--- config.mk ---
export PLATFORM = sky130hd
export DESIGN_NAME = ofifo_drain
export DESIGN_NICKNAME = d
export VERILOG_FILES = /design/src/rtl/ofifo_drain.sv
export SDC_FILE = /design/constraint.sdc
export NUM_CORES = 1
export LEC_CHECK = 0
export ABC_AREA = 1
export ABC_CLOCK_PERIOD_IN_PS = 2100
export CORE_MARGIN = 2
export CORE_UTILIZATION = 40
export CTS_BUF_LIST = sky130_fd_sc_hd__clkbuf_4 sky130_fd_sc_hd__clkbuf_8 sky130_fd_sc_hd__clkbuf_16
export DETAILED_ROUTE_END_ITERATION = 7
export PLACE_DENSITY = 0.77
export SLEW_MARGIN = 20
export SYNTH_ARGS = -nofsm -noshare
export SYNTH_HDL_FRONTEND = slang
export SYNTH_SLANG_ARGS = --single-unit
export TNS_END_PERCENT = 5
--- constraint.sdc ---
create_clock -name clk -period 2.1 [get_ports clk]
set_clock_uncertainty 0.15 [all_clocks]
set_input_delay 0.21 -clock clk [delete_from_list [all_inputs] [get_ports clk]]
set_output_delay 0.21 -clock clk [all_outputs]
set_load 0.02 [all_outputs]
--- src/rtl/ofifo_drain.sv ---
// ---------------------------------------------------------------------------
// ofifo_drain
//
// Output-side drain engine for the corelet. Once started, it pops finished
// partial-sum rows from the OFIFO whenever the head row is valid. It writes
// each popped row, with optional per-lane ReLU, to the psum SRAM at
// consecutive addresses starting from a latched base address.
//
// Ports
//   clk           rising-edge clock
//   reset         synchronous active-high reset
//   start         drain request, honoured only in IDLE
//   base_addr     first SRAM address of the tile (latched on start)
//   num_words     rows to drain, 0..2^addr_bw (latched on start)
//   relu_en       per-lane ReLU enable (latched on start)
//   ofifo_valid   OFIFO head row valid
//   ofifo_output  OFIFO head row, lane k at [k*psum_bw +: psum_bw]
//   ofifo_rd      OFIFO pop (combinational)
//   mem_cen       SRAM chip enable, active-low, registered
//   mem_wen       SRAM write enable, active-low, registered
//   mem_addr      SRAM address, registered
//   mem_d         SRAM write data, registered
//   busy          high while in DRAIN or DONE
//   done          one-cycle completion pulse
//   wr_count      rows written so far in the current tile
// ---------------------------------------------------------------------------
module ofifo_drain #(
    parameter int col     = 8,
    parameter int psum_bw = 16,
    parameter int addr_bw = 11
) (
    input  logic                     clk,
    input  logic                     reset,
    input  logic                     start,
    input  logic [addr_bw-1:0]       base_addr,
    input  logic [addr_bw:0]         num_words,
    input  logic                     relu_en,
    input  logic                     ofifo_valid,
    input  logic [col*psum_bw-1:0]   ofifo_output,
    output logic                     ofifo_rd,
    output logic                     mem_cen,
    output logic                     mem_wen,
    output logic [addr_bw-1:0]       mem_addr,
    output logic [col*psum_bw-1:0]   mem_d,
    output logic                     busy,
    output logic                     done,
    output logic [addr_bw:0]         wr_count
);

    localparam int DW = col * psum_bw;

    typedef enum logic [1:0] {
        IDLE  = 2'd0,
        DRAIN = 2'd1,
        DONE  = 2'd2
    } state_t;

    state_t              state_r;
    logic [addr_bw-1:0]  base_r;
    logic [addr_bw:0]    num_r;
    logic                relu_r;
    logic [addr_bw:0]    issued_r;
    logic                pop_s;
    logic                last_s;

    // Zero every negative lane when enabled; lanes are independent, no width change.
    function automatic logic [DW-1:0] relu_row(input logic [DW-1:0] row, input logic en);
        logic [DW-1:0] res;
        res = row;
        for (int k = 0; k < col; k++) begin
            if (en && row[k*psum_bw + psum_bw - 1]) begin
                res[k*psum_bw +: psum_bw] = {psum_bw{1'b0}};
            end else begin
                res[k*psum_bw +: psum_bw] = row[k*psum_bw +: psum_bw];
            end
        end
        return res;
    endfunction

    // Pop decision: only in DRAIN, only while rows of this tile remain to be taken.
    always_comb begin
        pop_s  = 1'b0;
        last_s = 1'b0;
        if ((state_r == DRAIN) && ofifo_valid && (issued_r < num_r)) begin
            pop_s = 1'b1;
        end else begin
            pop_s = 1'b0;
        end
        if ((issued_r + {{addr_bw{1'b0}}, 1'b1}) == num_r) begin
            last_s = 1'b1;
        end else begin
            last_s = 1'b0;
        end
    end

    assign ofifo_rd = pop_s;

    // FSM, SRAM write pipeline stage and write counter.
    always_ff @(posedge clk) begin
        if (reset) begin
            state_r  <= IDLE;
            base_r   <= {addr_bw{1'b0}};
            num_r    <= {(addr_bw+1){1'b0}};
            relu_r   <= 1'b0;
            issued_r <= {(addr_bw+1){1'b0}};
            mem_cen  <= 1'b1;
            mem_wen  <= 1'b1;
            mem_addr <= {addr_bw{1'b0}};
            mem_d    <= {DW{1'b0}};
            busy     <= 1'b0;
            done     <= 1'b0;
            wr_count <= {(addr_bw+1){1'b0}};
        end else begin
            // A pop presents its write one cycle later; otherwise hold address/data.
            if (pop_s) begin
                mem_cen  <= 1'b0;
                mem_wen  <= 1'b0;
                mem_addr <= base_r + issued_r[addr_bw-1:0];
                mem_d    <= relu_row(ofifo_output, relu_r);
                issued_r <= issued_r + {{addr_bw{1'b0}}, 1'b1};
            end else begin
                mem_cen  <= 1'b1;
                mem_wen  <= 1'b1;
            end

            // Count each write actually presented to the SRAM.
            if (!mem_cen && !mem_wen) begin
                wr_count <= wr_count + {{addr_bw{1'b0}}, 1'b1};
            end else begin
                wr_count <= wr_count;
            end

            case (state_r)
                IDLE: begin
                    done <= 1'b0;
                    if (start) begin
                        base_r   <= base_addr;
                        num_r    <= num_words;
                        relu_r   <= relu_en;
                        issued_r <= {(addr_bw+1){1'b0}};
                        wr_count <= {(addr_bw+1){1'b0}};
                        busy     <= 1'b1;
                        if (num_words == {(addr_bw+1){1'b0}}) begin
                            state_r <= DONE;
                            done    <= 1'b1;
                        end else begin
                            state_r <= DRAIN;
                        end
                    end else begin
                        busy <= 1'b0;
                    end
                end
                DRAIN: begin
                    busy <= 1'b1;
                    if (pop_s && last_s) begin
                        state_r <= DONE;
                        done    <= 1'b1;
                    end else begin
                        done    <= 1'b0;
                    end
                end
                DONE: begin
                    state_r <= IDLE;
                    busy    <= 1'b0;
                    done    <= 1'b0;
                end
                default: begin
                    state_r <= IDLE;
                    busy    <= 1'b0;
                    done    <= 1'b0;
                end
            endcase
        end
    end

endmodule

; Yosys cells after proc, flatten, opt, wreduce, memory -nomap -nowiden
; Index checks and enable logic that the tools add are counted.
[classes]
n_addsub = 3
order_cmp = 1
n_eq_ne = 4
mux = 27
reduce_logical = 15
[op_table]
columns = operator, count
row1 = $mux W16, 8
row2 = $mux W12, 6
row3 = $add A12 B1 Y12 const B, 2
row4 = $eq A12 B12 Y1, 1
row5 = $logic_not A12 Y1, 1
row6 = $lt A12 B12 Y1, 1
row7 = $add A11 B11 Y11, 1
row8 = $logic_and A1 B1 Y1, 11
row9 = $mux W1, 7
row10 = $mux W2, 3
row11 = $pmux W1 S2, 2
row12 = $pmux W2 S2, 1
row13 = $reduce_and A2 Y1, 2
row14 = $eq A2 B1 Y1 const B, 1
row15 = $logic_not A2 Y1, 1
row16 = $ne A2 B1 Y1 const B, 1
row17 = $ne A2 B2 Y1 const B, 1
[word_totals]
ff_bits = 192
inputBits = 156
out_inout_bits = 156

; Logic depth before layout (Yosys ltp)
[logic_depth]
depth_word = 7
depth_mapped = 14
ltp_nobuf = 14

; Least setup slack after synthesis
; Ideal clock, no wire load.
[synth_path]
path_type = reg-to-reg
from = reg num_r[11]
to = reg mem_d[0]
setup_time_ns = 0.128
t_arrival_ns = 1.735
t_required_ns = 1.822
path_slack_ns = 0.087
stages_incl_launch_ff = 12
n_path_buf = 2
synth_period_minus_slack_ns = 2.013
cell_sequence = dfxtp_1 inv_1 ha_1 nand2_1 nor2_1 nand2_1 a21oi_1 nor2_4 nand2_2 buf_2 clkbuf_1 o21ai_0
[synth_via]
elab_chain_len = 3
[synth_rtl]
columns = element, line_no
row1 = start: declaration, 60  ; logic [addr_bw:0] num_r;
row2 = start signal: assignment, 103  ; num_r <= {(addr_bw+1){1'b0}};
row3 = start signal: assignment, 138  ; num_r <= num_words;
row4 = $lt A12 B12 Y1, 84  ; if ((state_r == DRAIN) && ofifo_valid && (issued_r < num_r)) begin
row5 = $logic_and A1 B1 Y1, 84
row6 = $mux W1, 84
row7 = end signal: assignment, 109  ; mem_d <= {DW{1'b0}};
row8 = end signal: assignment, 119  ; mem_d <= relu_row(ofifo_output, relu_r);
row9 = end: declaration, 44  ; output logic [col*psum_bw-1:0] mem_d,
; No other way between the ends.
; A chain may end at the register's enable or synchronous reset.

; Worst setup path after layout
[layout_path]
from = reg issued_r[10]
to = reg mem_d[26]
[layout_via]
elab_chain_len = 3
[layout_rtl]
columns = element, line_no
row1 = start: declaration, 62  ; logic [addr_bw:0] issued_r;
row2 = start signal: assignment, 105  ; issued_r <= {(addr_bw+1){1'b0}};
row3 = start signal: assignment, 120  ; issued_r <= issued_r + {{addr_bw{1'b0}}, 1'b1};
row4 = start signal: assignment, 140  ; issued_r <= {(addr_bw+1){1'b0}};
row5 = $lt A12 B12 Y1, 84
row6 = $logic_and A1 B1 Y1, 84
row7 = $mux W1, 84
; No other way between the ends.

==> summary.md <==
| Metric | Value |
|---|---|
| Status | complete, but fails checks |
| Failing checks | negative setup slack |
| TritonCTS clock tree | built |
| Final worst path period share | 110% |
| Die height | ~150 um |
| Clock buffer depth | 2 |
| Simple-Gate Fraction of Synth Area | between 20% and 30% |
| Yosys reg bits | 192 |
| CP max stage cell | dfxtp_1 |
| Area leader, netlist | dfxtp_1 |
| PortBufs | between 300 and 400 |
| Mapped Cells | between 1000 and 1500 |
| Hold Path Cell Cnt | 3 |
| P&R area growth vs syn | 63.2% |
| Top delay family on crit path | simple AND/OR/NAND/NOR gates |
| Crit-path cells | ha_4, nand2_2, inv_1, nand2_1, nand2_1, nor2_2, nand2_2, nor2_4, buf_6, buf_12, nand2_4, buf_6, o21ai_0 |
| RSZ-0062 raised after global routing | true |
| I/O pin cnt | 312 |
| Hold_buf cts | 0 |
| Fin. Hold Viols | 0 |
| Critical Path Sink Type | flip-flop |
| Path depth of the worst reg2reg path | 13 |
| Max Slew Vio Count | 0 |
| All-Layer GR Usage | 25.5% |
| Root Driver | clkbuf_16 |
| Worst reg-to-reg setup slack | -0.22 ns |
| Syn Area/Cell | 7.41 sq um |
| Slew margin rel. | approximately three fifths |
| Global-route wire length before repair | 43800 um |
| Main combinational cell family by area after synthesis | simple AND/OR/NAND/NOR gates |
| Worst reg2reg startpoint | issued_r[10] |
| Setup crit start kind | flip-flop |
| Worst hold-check path type | in -> reg |
| Syn Nets | about 1300 |
| Post-Syn Area | 0.00810 sq mm |
| Critical Path Fanout Max | 10 |
| Power Density | between 700 and 800 mW/mm^2 |
| Ant diodes | 0 |
| Register area share after synthesis | 47.5% |
| CP Class | reg -> reg |
| YS warnings | 0 |
| CP max stage delay | 0.41 ns |
| Rows | 52 |
| Slew of the pin with the lowest slew margin | between 0.6 and 0.7 ns |
| Die area | around 0.021 sq mm |
| Layout Utilization | 65.9% |
| Yosys cell types | 30 |
| Hold Path End | mem_d[24] |
| Final net count | 1615 |
| DRT Pass-1 Iters | 6 |
| Reg2reg end | mem_d[26] |
| Routed vias | ~8900 |
| Drt initial violations | 739 |
| Gr ovfl total | 0 |
| Pin count of the biggest net entering global routing | 79 |
| Worst Path Arrival | 2.52 ns |
| Hold_sp | ofifo_output[24] |
| GP Congestion | 0.910 |
| Core footprint | 0.0200 sq mm |
| Starting Density | 40.4% |
| DRC Markers | 0 |
| Layout cell share with drive strength beyond 1 | 13.3% |
| Portion of netlist area occupied by mux cells | 0.124% |
| Final min period | 2.32 ns |
| Top-area cell type share of the netlist area | 47.5% |
| Ranking of synthesized cells by area | dfxtp_1 (47%), nand2_1 (11%), o21ai_0 (11%) |
| H-tree Lvls | 4 |
| Peak supply drop | 518 uV |
| HPWL Detailed | 18900 um |
| Antenna Nets Post-Route | 0 |
| WP buf/inv | 4 |
| Clk_lat worst skew | 0.44 ns |
| Synth Area in Adders | 3.96% |
| Post-Synth XOR/XNOR Area | 1.08% |
| Setup ws final | -0.217 ns |
| Die width | 146 um |
| Max Fclk | around 430 MHz |
| Post-detailed-routing wire length | 30100 um |
| Final TNS setup | -17.15 ns |
| Clock sink count | 192 |
| Wirelength per Cell | 17.6 um |
| Num CTS Buffers | 17 |
| Initial antenna violation count | 0 |
| Vias in the first global route | 8231 |
| Leak Pwr | 5.42 nW |
| CP Data Required Time | 2.30 ns |
| Max-Cap Viols | 0 |
| Compound-cell area share of the yosys netlist | 15.2% |
| Clk slew on worst S/H paths | 0.09 ns |
| Setup-failing EPs final | 141 |
| Drt via density | about 5.2 |
sequential cells by signal, summed over array words and instances, names as in the netlist:
| name | flops |
|---|---|
| mem_d | 128 |
| issued_r | 12 |
| num_r | 12 |
| wr_count | 12 |
| base_r | 11 |
| mem_addr | 11 |
| state_r | 2 |
| busy | 1 |
| done | 1 |
| mem_wen | 1 |
| relu_r | 1 |
tightest hold or removal path, stage by stage:
cell,delay (ns)
clkdlybuf4s50_1,0.40
nand2_1,0.06
o21ai_1,0.05
per-stage QoR:
| stage | cell area (sq um) | std cells | worst slack, ns | total power, mW | hold WS (ns) |
|---|---|---|---|---|---|
| 2_1_floorplan | 8100 | 1093 | 0.0872 | 4.90 | 0.129 |
| 3_3_place_gp | 11800 | 1655 | -0.0689 | 5.82 | 0.300 |
| 3_5_place_dp | 11800 | 1655 | -0.0946 | 5.84 | 0.310 |
| 4_1_cts | 12700 | 1703 | -0.166 | 9.18 | 0.156 |
| 5_1_grt | 13200 | 1717 | -0.249 | 9.72 | 0.169 |
| 6_report | 13200 | 1717 | -0.217 | 9.35 | 0.165 |
worst max-delay path by stage:
stage | end | slack [ns] | startpoint | cells after the start
final | mem_d[26] | -0.22 | issued_r[10] | 13
after global routing | mem_d[26] | -0.25 | num_r[7] | 12
after CTS | ofifo_rd | -0.17 | num_r[1] | 9
after detailed placement | ofifo_rd | -0.09 | num_r[11] | 11
after global placement | ofifo_rd | -0.07 | ofifo_valid | 9
after floorplan | mem_d[0] | 0.09 | num_r[11] | 11
area by class of cell:
type | instances | area, sq um
fillers | 1722 | 6830
repair buffers | 387 | 4150
multi-input cells | 771 | 4030
flip-flops and latches | 192 | 3860
clock buffers | 18 | 433
well taps | 270 | 338
inverters | 65 | 263
clock inverters | 14 | 136
cells by family after synthesis:
| family | count (synthesis) |
|---|---|
| AND/OR/NAND/NOR | 490 |
| multiplexers | 1 |
| adder cells (fa/ha/maj) | 25 |
| buffers and inverters | 132 |
| XOR/XNOR | 10 |
| flip-flops | 192 |
| AO/OA/AOI/OAI | 243 |
layer usage:
| metal | wire length [um] | vias to the layer above | GRT usage (%) |
|---|---|---|---|
| li1 | - | 4335 | - |
| met4 | 904 | 0 | 7.82 |
| met1 | 12300 | 4145 | 31.1 |
| met5 | 0 | - | 0 |
| met3 | 2400 | 76 | 8.16 |
| met2 | 14600 | 389 | 43.0 |
placed cells by master, fill, tap and decap left out, types with 2 or more instances in the layout:
| master | count |
|---|---|
| xnor2_1 | 5 |
| nand3_1 | 159 |
| nor2_2 | 10 |
| xor2_1 | 5 |
| o21ai_0 | 71 |
| nand3b_1 | 2 |
| dfxtp_1 | 180 |
| clkdlybuf4s50_1 | 310 |
| nand2_4 | 2 |
| inv_8 | 4 |
| clkbuf_16 | 26 |
| inv_1 | 56 |
| a31oi_1 | 5 |
| nand2_1 | 235 |
| dfxtp_2 | 12 |
| a21oi_1 | 45 |
| buf_16 | 8 |
| buf_6 | 4 |
| nand4_1 | 6 |
| ha_4 | 5 |
| o21ai_2 | 29 |
| inv_6 | 7 |
| buf_12 | 10 |
| o21ai_1 | 85 |
| buf_4 | 44 |
| nor2_1 | 63 |
| a21oi_2 | 5 |
| ha_1 | 19 |
| buf_8 | 2 |
| inv_2 | 6 |
| nor3_1 | 2 |
| nand2_2 | 6 |
power by group:
group	internal, mW	switching [mW]
combinational	1.03	1.09
clock	1.60	1.63
sequential	3.86	0.138
Yosys cell counts:
cell      count
a21oi_1      50
clkbuf_1     51
a31oi_1       5
clkinv_1      1
fa_1          1
inv_2         1
nand2_1     241
nor2_4        1
buf_6         2
nor3_1        4
buf_4         1
or4_1         1
o21ai_1       9
nand3b_1      2
nand3_1     160
nor2_1       73
o21bai_1      2
ha_1         24
mux2i_1       1
nand2_2       1
dfxtp_1     192
nor4_1        1
buf_1         6
xor2_1        5
nand4_1       6
inv_1        63
xnor2_1       5
buf_2         7
o21ai_0     176
o21a_1        1
what timing repair did:
item / CTS / global route
endpoints found under the setup margin: 120 / 159
gates cloned: 6 / 13
setup buffers: 10 / 1
gates resized for setup: 87 / 124
pin swaps: 19 / 40
Note: power is estimated with default switching activity, not from simulation.
